## config.mk

```make
export PLATFORM = sky130hd
export DESIGN_NAME = mem_cycle_ctrl_flat
export DESIGN_NICKNAME = d
export VERILOG_FILES = /design/src/rtl/mem_map_pkg.sv /design/src/rtl/mem_cycle_ctrl_if.sv /design/src/rtl/wait_state_counter.sv /design/src/rtl/mem_cycle_ctrl.sv /design/src/flat_wrapper.sv
export SDC_FILE = /design/constraint.sdc
export NUM_CORES = 1
export LEC_CHECK = 0
export BUFFER_PORTS_ARGS = -buffer_cell sky130_fd_sc_hd__clkbuf_2
export CAP_MARGIN = 30
export CORE_MARGIN = 3
export CORE_UTILIZATION = 49
export CTS_CLUSTER_SIZE = 8
export DETAILED_ROUTE_END_ITERATION = 16
export PLACE_DENSITY = 0.81
export SLEW_MARGIN = 10
export SYNTH_ARGS = -nofsm -noshare
export SYNTH_HDL_FRONTEND = slang
export SYNTH_HIERARCHICAL = 1
export SYNTH_SLANG_ARGS = --single-unit
```

## constraint.sdc

```tcl
create_clock -name clock -period 2.88 [get_ports clock]
set_input_delay 0 -clock clock [delete_from_list [all_inputs] [get_ports clock]]
set_output_delay 0 -clock clock [all_outputs]
set_load 0.01 [all_outputs]
```

## src/rtl/mem_map_pkg.sv

```systemverilog
// Shared types and constants for the Z80 memory-cycle controller.
package mem_map_pkg;

  localparam int unsigned PAGE_W = 4;
  localparam int unsigned WAIT_W = 3;

  localparam logic [PAGE_W-1:0] ROM_PAGE_DEF = 4'hF;
  localparam logic [PAGE_W-1:0] RAM_TOP_DEF  = 4'hE;

  typedef logic [WAIT_W-1:0] wait_t;

  typedef enum logic [1:0] {REG_NONE, REG_ROM, REG_RAM, REG_EXT} region_t;
  typedef enum logic [1:0] {S_IDLE, S_WAIT, S_ACCESS} state_t;

  // Wait-state count for a decoded region; unselected cycles never wait.
  function automatic wait_t region_waits(region_t r, wait_t rom_w, wait_t ram_w, wait_t ext_w);
    case (r)
      REG_ROM: region_waits = rom_w;
      REG_RAM: region_waits = ram_w;
      REG_EXT: region_waits = ext_w;
      default: region_waits = '0;
    endcase
  endfunction

endpackage

```

## src/rtl/mem_cycle_ctrl_if.sv

```systemverilog
// Z80 bus strobes in, memory selects / WAIT / boot status out.
interface mem_cycle_ctrl_if;

  localparam int unsigned ADDR_W = 16;

  logic [ADDR_W-1:0] address;
  logic              n_mreq;
  logic              n_iorq;
  logic              n_rd;
  logic              n_wr;
  logic              rom_cs;
  logic              ram_cs;
  logic              ext_cs;
  logic              n_wait;
  logic              boot_active;

  modport master (
    output address, n_mreq, n_iorq, n_rd, n_wr,
    input  rom_cs, ram_cs, ext_cs, n_wait, boot_active
  );

  modport slave (
    input  address, n_mreq, n_iorq, n_rd, n_wr,
    output rom_cs, ram_cs, ext_cs, n_wait, boot_active
  );

endinterface

```

## src/rtl/wait_state_counter.sv

```systemverilog
// Down-counter for wait states; last flags the final wait clock.
module wait_state_counter
  import mem_map_pkg::*;
(
  input  logic  clock,
  input  logic  n_reset,
  input  logic  load,
  input  wait_t load_value,
  input  logic  enable,
  output logic  last,
  output logic  busy
);

  wait_t count;

  always_ff @(posedge clock) begin
    if (!n_reset) begin
      count <= '0;
    end else if (load) begin
      count <= load_value;
    end else if (enable && (count != '0)) begin
      count <= count - wait_t'(1);
    end
  end

  assign last = (count == wait_t'(1));
  assign busy = (count != '0);

endmodule

```

## src/rtl/mem_cycle_ctrl.sv

```systemverilog
// Memory-cycle controller: region decode, held chip selects, wait states and
// the post-reset boot overlay that maps ROM reads onto page 0.
module mem_cycle_ctrl
  import mem_map_pkg::*;
#(
  parameter logic [PAGE_W-1:0] ROM_PAGE  = ROM_PAGE_DEF,
  parameter logic [PAGE_W-1:0] RAM_TOP   = RAM_TOP_DEF,
  parameter int unsigned       ROM_WAITS = 2,
  parameter int unsigned       RAM_WAITS = 0,
  parameter int unsigned       EXT_WAITS = 3,
  parameter logic [7:0]        BOOT_PORT = 8'h00
) (
  input  logic             clock,
  input  logic             n_reset,
  mem_cycle_ctrl_if.slave  bus
);

  state_t            state, state_n;
  region_t           region_q, region_n, region_dec;
  logic [PAGE_W-1:0] page;
  logic              is_rd;
  logic              cycle_start;
  logic              boot_wr;
  wait_t             start_waits;
  logic              cnt_last, cnt_busy;
  logic              rom_n, ram_n, ext_n, n_wait_n, boot_n;

  assign page        = bus.address[15:12];
  assign is_rd       = !bus.n_rd;
  assign cycle_start = !bus.n_mreq && (!bus.n_rd || !bus.n_wr);
  assign boot_wr     = !bus.n_iorq && !bus.n_wr && (bus.address[7:0] == BOOT_PORT);

  // Region decode; ROM is read-only, so a ROM-page write selects nothing.
  always_comb begin
    region_dec = REG_EXT;
    if (is_rd && ((page == ROM_PAGE) || ((page == '0) && bus.boot_active))) begin
      region_dec = REG_ROM;
    end else if (page < RAM_TOP) begin
      region_dec = REG_RAM;
    end else if (!is_rd && (page == ROM_PAGE)) begin
      region_dec = REG_NONE;
    end
  end

  assign start_waits = region_waits(region_dec, wait_t'(ROM_WAITS),
                                    wait_t'(RAM_WAITS), wait_t'(EXT_WAITS));

  wait_state_counter u_wait_cnt (
    .clock      (clock),
    .n_reset    (n_reset),
    .load       ((state == S_IDLE) && cycle_start),
    .load_value (start_waits),
    .enable     (state == S_WAIT),
    .last       (cnt_last),
    .busy       (cnt_busy)
  );

  always_comb begin
    state_n  = state;
    region_n = region_q;
    case (state)
      S_IDLE: begin
        if (cycle_start) begin
          region_n = region_dec;
          state_n  = (start_waits != '0) ? S_WAIT : S_ACCESS;
        end
      end
      S_WAIT: begin
        // Releasing MREQ during waits aborts the cycle outright.
        if (bus.n_mreq) begin
          state_n = S_IDLE;
        end else if (cnt_last || !cnt_busy) begin
          state_n = S_ACCESS;
        end
      end
      S_ACCESS: begin
        if (bus.n_mreq) begin
          state_n = S_IDLE;
        end
      end
      default: state_n = S_IDLE;
    endcase

    rom_n    = (state_n != S_IDLE) && (region_n == REG_ROM);
    ram_n    = (state_n != S_IDLE) && (region_n == REG_RAM);
    ext_n    = (state_n != S_IDLE) && (region_n == REG_EXT);
    n_wait_n = (state_n != S_WAIT);
    boot_n   = bus.boot_active && !boot_wr;
  end

  always_ff @(posedge clock) begin
    if (!n_reset) begin
      state           <= S_IDLE;
      region_q        <= REG_NONE;
      bus.rom_cs      <= 1'b0;
      bus.ram_cs      <= 1'b0;
      bus.ext_cs      <= 1'b0;
      bus.n_wait      <= 1'b1;
      bus.boot_active <= 1'b1;
    end else begin
      state           <= state_n;
      region_q        <= region_n;
      bus.rom_cs      <= rom_n;
      bus.ram_cs      <= ram_n;
      bus.ext_cs      <= ext_n;
      bus.n_wait      <= n_wait_n;
      bus.boot_active <= boot_n;
    end
  end

endmodule

```

## src/flat_wrapper.sv

```systemverilog
// flat-port wrapper written by rule: the top's interface ports become plain ports
module mem_cycle_ctrl_flat import mem_map_pkg::*;
#(
  parameter logic [PAGE_W-1:0] ROM_PAGE  = ROM_PAGE_DEF,
  parameter logic [PAGE_W-1:0] RAM_TOP   = RAM_TOP_DEF,
  parameter int unsigned       ROM_WAITS = 2,
  parameter int unsigned       RAM_WAITS = 0,
  parameter int unsigned       EXT_WAITS = 3,
  parameter logic [7:0]        BOOT_PORT = 8'h00
)
  (clock, n_reset, bus_address, bus_n_mreq, bus_n_iorq, bus_n_rd, bus_n_wr, bus_rom_cs, bus_ram_cs, bus_ext_cs, bus_n_wait, bus_boot_active);
  mem_cycle_ctrl_if bus_i ();
  input  logic clock;
  input  logic n_reset;
  input wire logic [$bits(bus_i.address)-1:0] bus_address;
  input wire logic [$bits(bus_i.n_mreq)-1:0] bus_n_mreq;
  input wire logic [$bits(bus_i.n_iorq)-1:0] bus_n_iorq;
  input wire logic [$bits(bus_i.n_rd)-1:0] bus_n_rd;
  input wire logic [$bits(bus_i.n_wr)-1:0] bus_n_wr;
  output wire logic [$bits(bus_i.rom_cs)-1:0] bus_rom_cs;
  output wire logic [$bits(bus_i.ram_cs)-1:0] bus_ram_cs;
  output wire logic [$bits(bus_i.ext_cs)-1:0] bus_ext_cs;
  output wire logic [$bits(bus_i.n_wait)-1:0] bus_n_wait;
  output wire logic [$bits(bus_i.boot_active)-1:0] bus_boot_active;
  assign bus_i.address = bus_address;
  assign bus_i.n_mreq = bus_n_mreq;
  assign bus_i.n_iorq = bus_n_iorq;
  assign bus_i.n_rd = bus_n_rd;
  assign bus_i.n_wr = bus_n_wr;
  assign bus_rom_cs = bus_i.rom_cs;
  assign bus_ram_cs = bus_i.ram_cs;
  assign bus_ext_cs = bus_i.ext_cs;
  assign bus_n_wait = bus_i.n_wait;
  assign bus_boot_active = bus_i.boot_active;
  mem_cycle_ctrl #(.ROM_PAGE(ROM_PAGE), .RAM_TOP(RAM_TOP), .ROM_WAITS(ROM_WAITS), .RAM_WAITS(RAM_WAITS), .EXT_WAITS(EXT_WAITS), .BOOT_PORT(BOOT_PORT)) u_core (.clock(clock), .n_reset(n_reset), .bus(bus_i));
endmodule
```

; Word-level counts from Yosys, hierarchy flattened
; Cells that the tools add are included.
[word_totals]
register_bits = 12
latchBits = 0
ram_bits = 0
romBits = 0
input_bits = 22
output_inout_bits = 5
word_cells = 62
mem_count = 0
[classes]
addsub = 1
multipliers = 0
div_mod_pow = 0
magnitude_cmp = 1
eq_ne = 10
shift = 0
mux = 14
n_bitwise = 0
n_reduce_logical = 28
[op_table]
columns = op, count
row1 = $mux W2, 10
row2 = $logic_and A1 B1 Y1, 12
row3 = $eq A2 B2 Y1 const B, 4
row4 = $logic_not A8 Y1, 1
row5 = $eq A2 B1 Y1 const B, 3
row6 = $logic_not A1 Y1, 6
row7 = $mux W3, 2
row8 = $pmux W2 S3, 1
row9 = $reduce_bool A3 Y1, 2
row10 = $eq A4 B4 Y1 const B, 1
row11 = $logic_not A4 Y1, 1
row12 = $lt A4 B4 Y1 const B, 1
row13 = $pmux W2 S2, 1
row14 = $reduce_bool A2 Y1, 2
row15 = $eq A3 B1 Y1 const B, 1
row16 = $logic_or A1 B1 Y1, 3
row17 = $sub A3 B1 Y3 const B, 1
row18 = $logic_not A2 Y1, 1
row19 = $ne A2 B1 Y1 const B, 1

; Depth between registers and ports, before layout
; Gate-level depths: netlist of run 1.
[logic_depth]
depth_word = 13
mapped_depth = 7
mapped_depth_nobuf = 7

; By module
; The synthesis of run 1 kept the hierarchy.
[by_module_without_submodules]
columns = module, n_inst, cells_per_inst, area_each_um2, seq_area_each_um2
row1 = mem_cycle_ctrl, 1, 52, 457.9, 180.2
row2 = wait_state_counter, 1, 25, 220.2, 60.1

; Worst setup path before layout of run 1
; No wires, ideal clock.
[synth_path]
kind = register -> register
from = register u_core.state[1]
to = register u_core.bus.rom_cs
setup_ns = 0.073
arrival_ns = 1.471
t_required_ns = 2.807
slack_ns = 1.336
stages_incl_launch_ff = 5
path_buffers = 0
synth_period_minus_slack_ns = 1.544
cell_sequence = dfxtp_1 a2111oi_4 inv_2 or3b_1 a21oi_1
[synth_via]
elab_chain_cells = 5
elab_cells_between_ends = 12
cone_classes = eq/ne (3) / mux (6) / reduce/logical (3)
[synth_lines]
columns = item, line_no
row1 = start: declaration, mem_cycle_ctrl.sv:18  ; state_t state, state_n;
row2 = start signal: assignment, mem_cycle_ctrl.sv:101  ; state <= state_n;
row3 = $mux W2, mem_cycle_ctrl.sv:72  ; end else if (cnt_last || !cnt_busy) begin
row4 = $mux W2, mem_cycle_ctrl.sv:70  ; if (bus.n_mreq) begin
row5 = $pmux W2 S3, mem_cycle_ctrl.sv:61  ; case (state)
row6 = $reduce_bool A2 Y1, mem_cycle_ctrl.sv:84  ; rom_n = (state_n != S_IDLE) && (region_n == REG_ROM);
row7 = $logic_and A1 B1 Y1 *, mem_cycle_ctrl.sv:84
row8 = end signal: assignment, mem_cycle_ctrl.sv:103  ; bus.rom_cs <= rom_n;
row9 = end: declaration, mem_cycle_ctrl_if.sv:24  ; output rom_cs, ram_cs, ext_cs, n_wait, boot_active
; Every way passes the cells marked *; elsewhere a longest branch is shown, timed or not.
; A chain may end at the register's enable or synchronous reset.

; Worst setup path in the final report of run 1
[layout_path]
from = input port bus_address[3]
to = register u_core.bus.boot_active
[layout_via]
elab_chain_cells = 4
[layout_lines]
columns = item, line_no
row1 = start: declaration, flat_wrapper.sv:15  ; input wire logic [$bits(bus_i.address)-1:0] bus_address;
row2 = $logic_not A8 Y1, mem_cycle_ctrl.sv:31  ; assign boot_wr = !bus.n_iorq && !bus.n_wr && (bus.address[7:0] == BOOT_PORT);
row3 = $logic_and A1 B1 Y1, mem_cycle_ctrl.sv:31
row4 = $logic_not A1 Y1, mem_cycle_ctrl.sv:88  ; boot_n = bus.boot_active && !boot_wr;
row5 = $logic_and A1 B1 Y1, mem_cycle_ctrl.sv:88
row6 = end signal: assignment, mem_cycle_ctrl.sv:107  ; bus.boot_active <= boot_n;
row7 = end: declaration, mem_cycle_ctrl_if.sv:24
; No other way between the ends.

==> out/metrics.cfg, run 1 <==
[run_status]
status = complete, no violations

[power_and_ir_drop]
power_density_nw_per_um2 = 419
vdd_drop_max_mv = 0.327
switching_share = 0.288
switchingPower_uw = 104
power.leakage_uw = 0.000392
p_clk_frac = 0.287
p_seq_frac = 0.510
p_int_uw = 256
combPwrFrac = 0.203

[grt]
grt_max_degree = 14
grt.overflow.total = 0
track_usage = 0.189
grt_pass1_vias = 654
antenna_found_initial = 0
grt_pass1_wl_mm = 2.64

[drt]
final_antenna_net_count = 0
routed_wl_mm = 1.66
firstDrtPassIters = 6
drc = 0
vias = 697
wl_per_cell_um = 13.9
drt_iter0_markers = 28
vias_per_cell = 5.86

[placed_design]
gp_congestion = 0.843
place_area_um2 = 806
dp_hpwl_mm = 1.16
port_buffers = 22

[synthesis]
avgSynthCellArea_um2 = 8.81
synthDistinctLibCells = 34
synth_area_leader_cell = dfxtp_1
synth_fp_nets = 102
ys_ff_latch = 12
seq_area_frac_synth = 0.354
yosysTopAreaCellShare = 0.354
synth.area.top_cells = dfxtp_1 (35%), ha_1 (5.5%), a21oi_1 (5.2%), nor2_1 (4.4%), a2111oi_4 (4.1%)
synth_area_um2 = 678
syn-instance-count = 77
ys.warnings.count = 6

[critical_path]
cp-start-kind = input port
r2r_setup_slack_ns = 1.06
required_ns = 3.04
crit_path_end_kind = flip-flop
cp_data_arrival_time_ns = 2.15
worstSetupPathType = in -> reg
crit_path_max_fanout = 1

[sta]
period_share = 0.691
finalSetupTns_ns = 0
finalSetupViolations = 0
hold_viol_final = 0
tightestPinTransition_ns = 0.804
slew_headroom = 0.464
finClkSkew_ns = 0.00298
rsz0062_at_grt = no
drv_slew = 0
max_freq_mhz = 503
period_needed_ns = 1.99

[final_layout]
nets = 132
drive_gt1_frac = 0.286
fin_area_um2 = 858
regArea_um2 = 240
multi_input_area_um2 = 412
n_fill_cell = 97
num_antenna_cells = 0
area_growth_syn_to_layout_pct = 26.6

[clock_network]
path_clk_slew_ns = 0.07
h-tree-depth = 1
clockRootBuffer = clkbuf_4
post-cts-setup-buffer-count = 0
clk-insertion-delay-late_ns = 0.27
clock_path_buffers = 2
cts.sinks = 12
cts_hold_buf = 3
cts_tree = yes
numCtsBuffers = 3
cts_resized = 0

[run]
cap_violations = 0

[floorplan]
die_h_um = 43.2
dieArea_um2 = 1870
initial_utilization = 0.565
io_pins = 27
fp.dieW_um = 43.2
core.rowCount = 12
core_um2 = 1200

[min_path]
hold_class = in -> reg

path summary, 6_finish.rpt:
path / start / to / cells past startpoint
setup / recovery: bus_address[3] / u_core/bus.boot_active / 6
hold / removal: n_reset / u_core/region_q[0] / 3
setup reg to reg: u_core/state[1] / u_core/bus.rom_cs / 4
hold reg to reg: u_core/region_q[0] / u_core/bus.rom_cs / 2
kinds of logic after synthesis:
family,count (synthesis),share of synthesized area
fa+ha+maj,3,0.0554
mux,1,0.0148
compound gates,20,0.236
simple gates,33,0.295
flops,12,0.354
other cells,1,0.00553
buf+inv,7,0.0387
Yosys cell counts:
cell type,instances
a2111oi_4,1
a211o_1,1
a211oi_1,1
a21boi_0,1
a21oi_1,7
and2_1,1
and2b_1,1
and3_1,1
and4_1,2
and4b_1,1
and4b_2,1
conb_1,1
dfxtp_1,12
ha_1,3
inv_1,6
inv_2,1
mux2i_1,1
nand2_1,6
nand2b_1,1
nand2b_4,1
nand3_1,2
nand4b_1,1
nor2_1,8
nor2b_1,2
nor3_1,1
nor4b_1,1
o21a_1,1
o21ai_0,3
o2bb2ai_1,1
o311ai_0,1
o41ai_1,2
o41ai_2,1
or3b_1,1
or4_1,2
worst max-delay path: stages:
cell and delay, ns:
dlygate4sd3_1 0.54, clkbuf_2 0.10, o41ai_1 0.32, dlygate4sd3_1 0.59, nand2_1 0.05, dlygate4sd3_1 0.55
power by group through the flow:
stage	logic, µW	registers (µW)	clock network [µW]
after floorplan	43.3	185	0
after global placement	68.1	185	0
after detailed placement	70.1	186	0
after CTS	72.4	183	105
after global routing	81.0	184	110
final	73.1	183	103
through the flow:
step                 util  hold WS [ns]  setup WS (ns)  total power (µW)  instances
CTS                 0.715        0.0539          0.919               361        119
finish              0.715        0.0508          0.891               360        119
global route        0.715        0.0689          0.800               375        119
detailed placement  0.671         0.227           1.13               256        113
global placement    0.671         0.230           1.17               253        113
floorplan               -        0.0619           1.34               229         77
layout by cell type, fill, tap and decap left out, types with 2 or more instances in the layout:
| master | netlist | final |
|---|---|---|
| o21ai_0 | 3 | 3 |
| nand2_1 | 6 | 6 |
| ha_1 | 3 | 3 |
| inv_1 | 6 | 6 |
| nand3_1 | 2 | 2 |
| dfxtp_1 | 12 | 12 |
| a21oi_1 | 7 | 7 |
| clkbuf_4 | 0 | 3 |
| nor2_1 | 8 | 8 |
| o41ai_1 | 2 | 2 |
| dlygate4sd3_1 | 0 | 3 |
| or4_1 | 2 | 2 |
| nor2b_1 | 2 | 2 |
| and4_1 | 2 | 2 |
| clkbuf_2 | 0 | 22 |
sequential cells by signal, indices dropped and copies added (netlist names):
signal                   cells
u_core/region_q              2
u_core/bus.n_wait            1
u_core/bus.ext_cs            1
u_core/bus.ram_cs            1
u_core/u_wait_cnt/count      3
u_core/bus.boot_active       1
u_core/bus.rom_cs            1
u_core/state                 2
routing by layer:
layer / wire (µm) / GRT usage / share of wire
met5: 0 / 0 / 0
met1: 678 / 0.196 / 0.41
met2: 771 / 0.345 / 0.47
met3: 173 / 0.0424 / 0.10
met4: 33 / 0.0964 / 0.020
layout make-up:
class	instances	area share
Tap cell	14	0.0204
Multi-Input combinational cell	58	0.480
Clock buffer	3	0.0262
Timing Repair Buffer	25	0.163
Sequential cell	12	0.280
Inverter	7	0.0306
Power figures use the tool's default switching activity.
==> inputs of run 2 (changes only) <==
--- a/config.mk
+++ b/config.mk
@@ -5,13 +5,14 @@
 export SDC_FILE = /design/constraint.sdc
 export NUM_CORES = 1
 export LEC_CHECK = 0
+export ABC_AREA = 1
 export BUFFER_PORTS_ARGS = -buffer_cell sky130_fd_sc_hd__clkbuf_2
 export CAP_MARGIN = 30
 export CORE_MARGIN = 3
-export CORE_UTILIZATION = 49
+export CORE_UTILIZATION = 47
 export CTS_CLUSTER_SIZE = 8
 export DETAILED_ROUTE_END_ITERATION = 16
-export PLACE_DENSITY = 0.81
+export PLACE_DENSITY = 0.76
 export SLEW_MARGIN = 10
 export SYNTH_ARGS = -nofsm -noshare
 export SYNTH_HDL_FRONTEND = slang
==> constraint.sdc (replaced) <==
create_clock -name clock -period 1.9 [get_ports clock]
set_input_delay 0 -clock clock [delete_from_list [all_inputs] [get_ports clock]]
set_output_delay 0 -clock clock [all_outputs]
set_load 0.01 [all_outputs]
==> out/metrics.cfg, run 2 <==
[grt]
grt_pass1_wl_mm = 2.75  ; was 2.64 mm
grt_pass1_vias = 677  ; was 654
grt_max_degree = 10  ; was 14
grt.overflow.total = 0  ; unchanged
antenna_found_initial = 0  ; unchanged
track_usage = 0.181  ; was 0.189

[clock_network]
path_clk_slew_ns = 0.08  ; was 0.07 ns
cts.sinks = 12  ; unchanged
numCtsBuffers = 3  ; unchanged
h-tree-depth = 1  ; unchanged
cts_resized = 0  ; unchanged
clk-insertion-delay-late_ns = 0.28  ; was 0.27 ns
cts_tree = yes  ; unchanged
clockRootBuffer = clkbuf_4  ; unchanged
clock_path_buffers = 2  ; unchanged

[synthesis]
syn-instance-count = 104  ; was 77
synthTopCellsByCount = nand2_1 (20), dfxtp_1 (12), nand3_1 (12), inv_1 (11), nor2_1 (11)  ; was dfxtp_1 (12), nor2_1 (8), a21oi_1 (7), inv_1 (6), nand2_1 (6)
synth-async-reset-ratio = 0  ; unchanged
synth_area_leader_cell = dfxtp_1  ; unchanged
synthDistinctLibCells = 23  ; was 34
yosysMostFrequentCell = nand2_1  ; was dfxtp_1
seq_area_frac_synth = 0.322  ; was 0.354
ys.flop_type = dfxtp_1  ; unchanged
ys_ff_latch = 12  ; unchanged
ys.warnings.count = 6  ; unchanged
synth_fp_nets = 129  ; was 102
yosysTopAreaCellShare = 0.322  ; was 0.354
synth_edf_count = 0  ; unchanged
avgSynthCellArea_um2 = 7.17  ; was 8.81 µm²
synth_area_um2 = 746  ; was 678 µm²
synth.area.top_cells = dfxtp_1 (32%), nand2_1 (10%), nand3_1 (8.1%), nand2_4 (7.6%), inv_1 (5.5%)  ; was dfxtp_1 (35%), ha_1 (5.5%), a21oi_1 (5.2%), nor2_1 (4.4%), a2111oi_4 (4.1%)

[placed_design]
gp_congestion = 0.744  ; was 0.843
dp_hpwl_mm = 1.29  ; was 1.16 mm
port_buffers = 22  ; unchanged
preCtsSetupSlack_ns = 0.423  ; was 1.13 ns
place_area_um2 = 875  ; was 806 µm²

[run]
cap_violations = 0  ; unchanged

[power_and_ir_drop]
vdd_drop_max_mv = 0.401  ; was 0.327 mV
power_density_nw_per_um2 = 690  ; was 419 nW/µm²
power.leakage_uw = 0.000485  ; was 0.000392 µW

[floorplan]
core_um2 = 1400  ; was 1200 µm²
dieArea_um2 = 2100  ; was 1870 µm²
initial_utilization = 0.533  ; was 0.565
fp.dieW_um = 45.8  ; was 43.2 µm
die_h_um = 45.8  ; was 43.2 µm
core.rowCount = 13  ; was 12
io_pins = 27  ; unchanged

[sta]
finalSetupTns_ns = 0  ; unchanged
postLayoutSetupSlackWorst_ns = 0.399  ; was 0.891 ns
period_share = 0.790
period_needed_ns = 1.50
max_freq_mhz = 666
finalSetupViolations = 0  ; unchanged
hold_viol_final = 0  ; unchanged
rsz0062_at_grt = no  ; unchanged
finClkSkew_ns = 0.00334  ; was 0.00298 ns
drv_slew = 0  ; unchanged

[final_layout]
largest_reg_flops = 3  ; unchanged
area_growth_syn_to_layout_pct = 23.5  ; was 26.6%
drive_gt1_frac = 0.366  ; was 0.286
reg_top3 = u_core/u_wait_cnt/count: 3 flops, u_core/region_q: 2 flops, u_core/state: 2 flops  ; unchanged
mostFrequentLayoutCells = clkbuf_2 (22), nand2_1 (20), nand3_1 (12), dfxtp_1 (12)  ; was clkbuf_2 (22), dfxtp_1 (12), nor2_1 (8), a21oi_1 (7)
fin_area_um2 = 921  ; was 858 µm²
largest_register = u_core/u_wait_cnt/count  ; unchanged
num_antenna_cells = 0  ; unchanged
layout_commonest_cell = clkbuf_2  ; unchanged
nets = 157  ; was 132

[critical_path]
crit_family = simple AND/OR/NAND/NOR gates  ; was buffers and inverters
crit_path_end_kind = flip-flop  ; unchanged
crit_path_max_fanout = 4  ; was 1
max_stage_delay_ns = 0.40  ; was 0.59 ns
cp_cell_sequence = inv_1 -> ha_1 -> nand2_4 -> nand2_1 -> nand4_1 -> o31ai_1 -> inv_1 -> nand2_1 -> nor2_4 -> nor2_1  ; was dlygate4sd3_1 -> clkbuf_2 -> o41ai_1 -> dlygate4sd3_1 -> nand2_1 -> dlygate4sd3_1
required_ns = 2.07  ; was 3.04 ns
cp-start-kind = flip-flop  ; was input port
slowest_stage = dfxtp_1  ; was dlygate4sd3_1
worstSetupPathType = reg -> reg  ; was in -> reg
cp_data_arrival_time_ns = 1.68  ; was 2.15 ns
path_buf_inv = 2  ; was 4

[drt]
firstDrtPassIters = 4  ; was 6
final_antenna_net_count = 0  ; unchanged
wl_per_cell_um = 10.9  ; was 13.9 µm
vias = 731  ; was 697
routed_wl_mm = 1.59  ; was 1.66 mm
vias_per_cell = 5.01  ; was 5.86
drt_iter0_markers = 23  ; was 28
drc = 0  ; unchanged

[min_path]
hold_class = in -> reg  ; unchanged

[run_status]
status = complete, no violations  ; unchanged

[run 2: where the power goes]
group / leakage [µW] / internal [µW] / switching [µW]
clock network: 0.0000210 / 117 / 93.3
registers: 0.0000979 / 265 / 8.39
logic: 0.000366 / 60.9 / 91.6
total: 0.000485 / 442 / 193
[run 2: logic make-up (layout without fill, tap and decap cells)]
kind of cell,Yosys count,after routing,share of synthesized area
and+or+nand+nor,59,59,0.441
buffers and inverters,18,45,0.0940
other,1,1,0.00503
adders and majority gates,3,3,0.0503
DFF,12,12,0.322
AOI/OAI and AO/OA,11,11,0.0872
[run 2: worst paths after layout]
check	slack [ns]	endpoint	start	cells past startpoint
worst max register to register	0.40	u_core/bus.rom_cs	u_core/u_wait_cnt/count[0]	10
worst min-delay path	0.04	u_core/bus.boot_active	bus_address[6]	5
worst max-delay path	0.40	u_core/bus.rom_cs	u_core/u_wait_cnt/count[0]	10
worst min register to register	0.47	u_core/bus.boot_active	u_core/bus.boot_active	2
[run 2: routing by layer]
| metal | track usage | up-vias | share of wire |
|---|---|---|---|
| met1 | 0.214 | 321 | 0.43 |
| met3 | 0.0395 | 2 | 0.062 |
| met4 | 0.0682 | 0 | 0.0050 |
| met5 | 0 | - | 0 |
| li1 | - | 387 | - |
| met2 | 0.315 | 21 | 0.50 |
[run 2: final cells by class]
class                      count  area, µm²
sequential                    12        240
fill                         134        478
inverter                      18       70.1
clock buffer                   4       36.3
timing repair buffer          23        120
multi-input combinational     74        435
tap                           15       18.8
[run 2: worst register-to-register path, cell delays in order (launching register included)]
cell and delay (ns):
dfxtp_1 0.40, inv_1 0.09, ha_1 0.24, nand2_4 0.09
nand2_1 0.07, nand4_1 0.07, o31ai_1 0.08, inv_1 0.07
nand2_1 0.10, nor2_4 0.15, nor2_1 0.05
[run 2: timing repair]
item	4_1_cts	5_1_grt
endpoints found under the hold margin	2	0
hold buffers	1	0
buffers inserted	0	0
[run 2: per-stage QoR]
stage | total power (µW) | util | hold slack, ns | instances
2_1_floorplan | 386 | - | 0.0687 | 104
3_3_place_gp | 424 | 0.625 | 0.234 | 141
3_5_place_dp | 429 | 0.625 | 0.240 | 141
4_1_cts | 638 | 0.658 | 0.0526 | 146
5_1_grt | 666 | 0.658 | 0.0784 | 146
6_report | 635 | 0.658 | 0.0416 | 146
==> inputs of run 3 (changes only) <==
==> constraint.sdc (replaced) <==
create_clock -name clock -period 1.55 [get_ports clock]
set_input_delay 0 -clock clock [delete_from_list [all_inputs] [get_ports clock]]
set_output_delay 0 -clock clock [all_outputs]
set_load 0.01 [all_outputs]
==> out/metrics.cfg, run 3 (synthesized netlist as in run 2, its figures left out) <==
[clock_network]
cts_tree = yes  ; unchanged
post-cts-setup-buffer-count = 0  ; unchanged
clock_path_buffers = 2  ; unchanged
h-tree-depth = 1  ; unchanged
clk-insertion-delay-late_ns = 0.27  ; was 0.28 ns
numCtsBuffers = 3  ; unchanged
cts.sinks = 12  ; unchanged
clockRootBuffer = clkbuf_4  ; unchanged
path_clk_slew_ns = 0.08  ; about the same

[sta]
finalSetupTns_ns = 0  ; unchanged
hold_viol_final = 0  ; unchanged
period_needed_ns = 1.44  ; was 1.50 ns
finalSetupViolations = 0  ; unchanged
drv_slew = 0  ; unchanged
max_freq_mhz = 695  ; was 666 MHz
finClkSkew_ns = 0.00149  ; was 0.00334 ns
period_share = 0.928  ; was 0.790
rsz0062_at_grt = no  ; unchanged

[power_and_ir_drop]
power_uw = 770  ; was 635 µW
vdd_drop_max_mv = 0.480  ; was 0.401 mV
power_density_nw_per_um2 = 834  ; was 690 nW/µm²
power.leakage_uw = 0.000485  ; about the same

[critical_path]
crit_path_end_kind = flip-flop  ; unchanged
crit_path_max_fanout = 4  ; unchanged
cp_data_arrival_time_ns = 1.61  ; was 1.68 ns
rr_worst_depth = 10  ; unchanged
worstSetupPathType = reg -> reg  ; unchanged
required_ns = 1.72  ; was 2.07 ns
cp-start-kind = flip-flop  ; unchanged

[placed_design]
gp_congestion = 0.744  ; unchanged
port_buffers = 22  ; unchanged
dp_hpwl_mm = 1.29  ; about the same

[min_path]
hold_class = in -> reg  ; unchanged
whs_path_depth = 5  ; unchanged

[run]
cap_violations = 0  ; unchanged

[drt]
firstDrtPassIters = 4  ; unchanged
drt_iter0_markers = 14  ; was 23
wl_per_cell_um = 10.7  ; was 10.9 µm
vias = 717  ; was 731
final_antenna_net_count = 0  ; unchanged
vias_per_cell = 4.91  ; was 5.01
routed_wl_mm = 1.56  ; was 1.59 mm
drc = 0  ; unchanged

[grt]
grt_max_degree = 10  ; unchanged
track_usage = 0.178  ; was 0.181
antenna_found_initial = 0  ; unchanged
grt_pass1_vias = 676  ; was 677
grt.overflow.total = 0  ; unchanged
grt_pass1_wl_mm = 2.71  ; was 2.75 mm

[final_layout]
drive_gt1_frac = 0.374  ; was 0.366
num_antenna_cells = 0  ; unchanged
layout_commonest_cell = clkbuf_2  ; unchanged
largest_register = u_core/u_wait_cnt/count  ; unchanged
largest_reg_flops = 3  ; unchanged
mostFrequentLayoutCells = clkbuf_2 (22), nand2_1 (20), nand3_1 (12)  ; was clkbuf_2 (22), nand2_1 (20), nand3_1 (12), dfxtp_1 (12)
reg_top3 = u_core/u_wait_cnt/count: 3 flops, u_core/region_q: 2 flops, u_core/state: 2 flops  ; unchanged
area_growth_syn_to_layout_pct = 23.7  ; was 23.5%
nets = 157  ; unchanged

[floorplan]
core_um2 = 1400  ; unchanged
io_pins = 27  ; unchanged
core.rowCount = 13  ; unchanged
die_h_um = 45.8  ; unchanged
initial_utilization = 0.533  ; unchanged
fp.dieW_um = 45.8  ; unchanged
dieArea_um2 = 2100  ; unchanged

[run_status]
status = complete, no violations  ; unchanged

-- run 3: cell types whose count changed in the layout (fill, tap and decap cells not counted) --
cell     before  now
dfxtp_1      12   11
dfxtp_2       0    1
-- run 3: report_power, final --
group / leakage [µW] / switching (µW) / total [µW] / internal (µW)
registers: 0.0000982 / 10.3 / 335 / 325
clock network: 0.0000210 / 105 / 248 / 143
logic: 0.000366 / 112 / 187 / 74.7
total: 0.000485 / 227 / 770 / 542
-- run 3: layout make-up --
| type | count | area, µm² |
|---|---|---|
| inverters | 18 | 70.1 |
| multi-input cells | 74 | 435 |
| flip-flops and latches | 12 | 241 |
| fillers | 134 | 477 |
| well taps | 15 | 18.8 |
| clock buffers | 4 | 36.3 |
| repair buffers | 23 | 120 |
-- run 3: layer usage --
layer	up-vias	wire length, µm	part of all wire	GRT usage
li1	385	-	-	-
met1	318	705	0.45	0.220
met2	12	777	0.50	0.298
met3	2	60	0.039	0.0395
met4	0	13	0.0083	0.0682
met5	-	0	0	0
-- run 3: timing repair --
item                                   4_1_cts  5_1_grt
endpoints found under the hold margin        2        0
hold buffers                                 1        0
resized for setup                            0        1
setup endpoints to repair                    0        3
-- run 3: through the flow --
| step | utilization | cell area, µm² | hold WS [ns] | setup WS (ns) | cells |
|---|---|---|---|---|---|
| finish | 0.659 | 922 | 0.0580 | 0.111 | 146 |
| global placement | 0.625 | 875 | 0.234 | 0.124 | 141 |
| CTS | 0.658 | 921 | 0.0510 | 0.0689 | 146 |
| floorplan | - | 746 | 0.0687 | 0.244 | 104 |
| global route | 0.659 | 922 | 0.0775 | 0.00872 | 146 |
| detailed placement | 0.625 | 875 | 0.240 | 0.0840 | 141 |
-- run 3: path summary, 6_finish.rpt --
path / from / to / slack [ns]
setup / recovery: u_core/u_wait_cnt/count[0] / u_core/bus.ext_cs / 0.11
hold / removal: bus_address[6] / u_core/bus.boot_active / 0.06
setup reg to reg: u_core/u_wait_cnt/count[0] / u_core/bus.ext_cs / 0.11
hold reg to reg: u_core/bus.boot_active / u_core/bus.boot_active / 0.47
-- run 3: worst max-delay path, stage by stage (launching register included) --
cell and delay (ns):
dfxtp_2 0.36, inv_1 0.07, ha_1 0.23, nand2_4 0.09
nand2_1 0.07, nand4_1 0.07, o31ai_1 0.08, inv_1 0.07
nand2_1 0.09, nor2_4 0.14, nor2_1 0.05
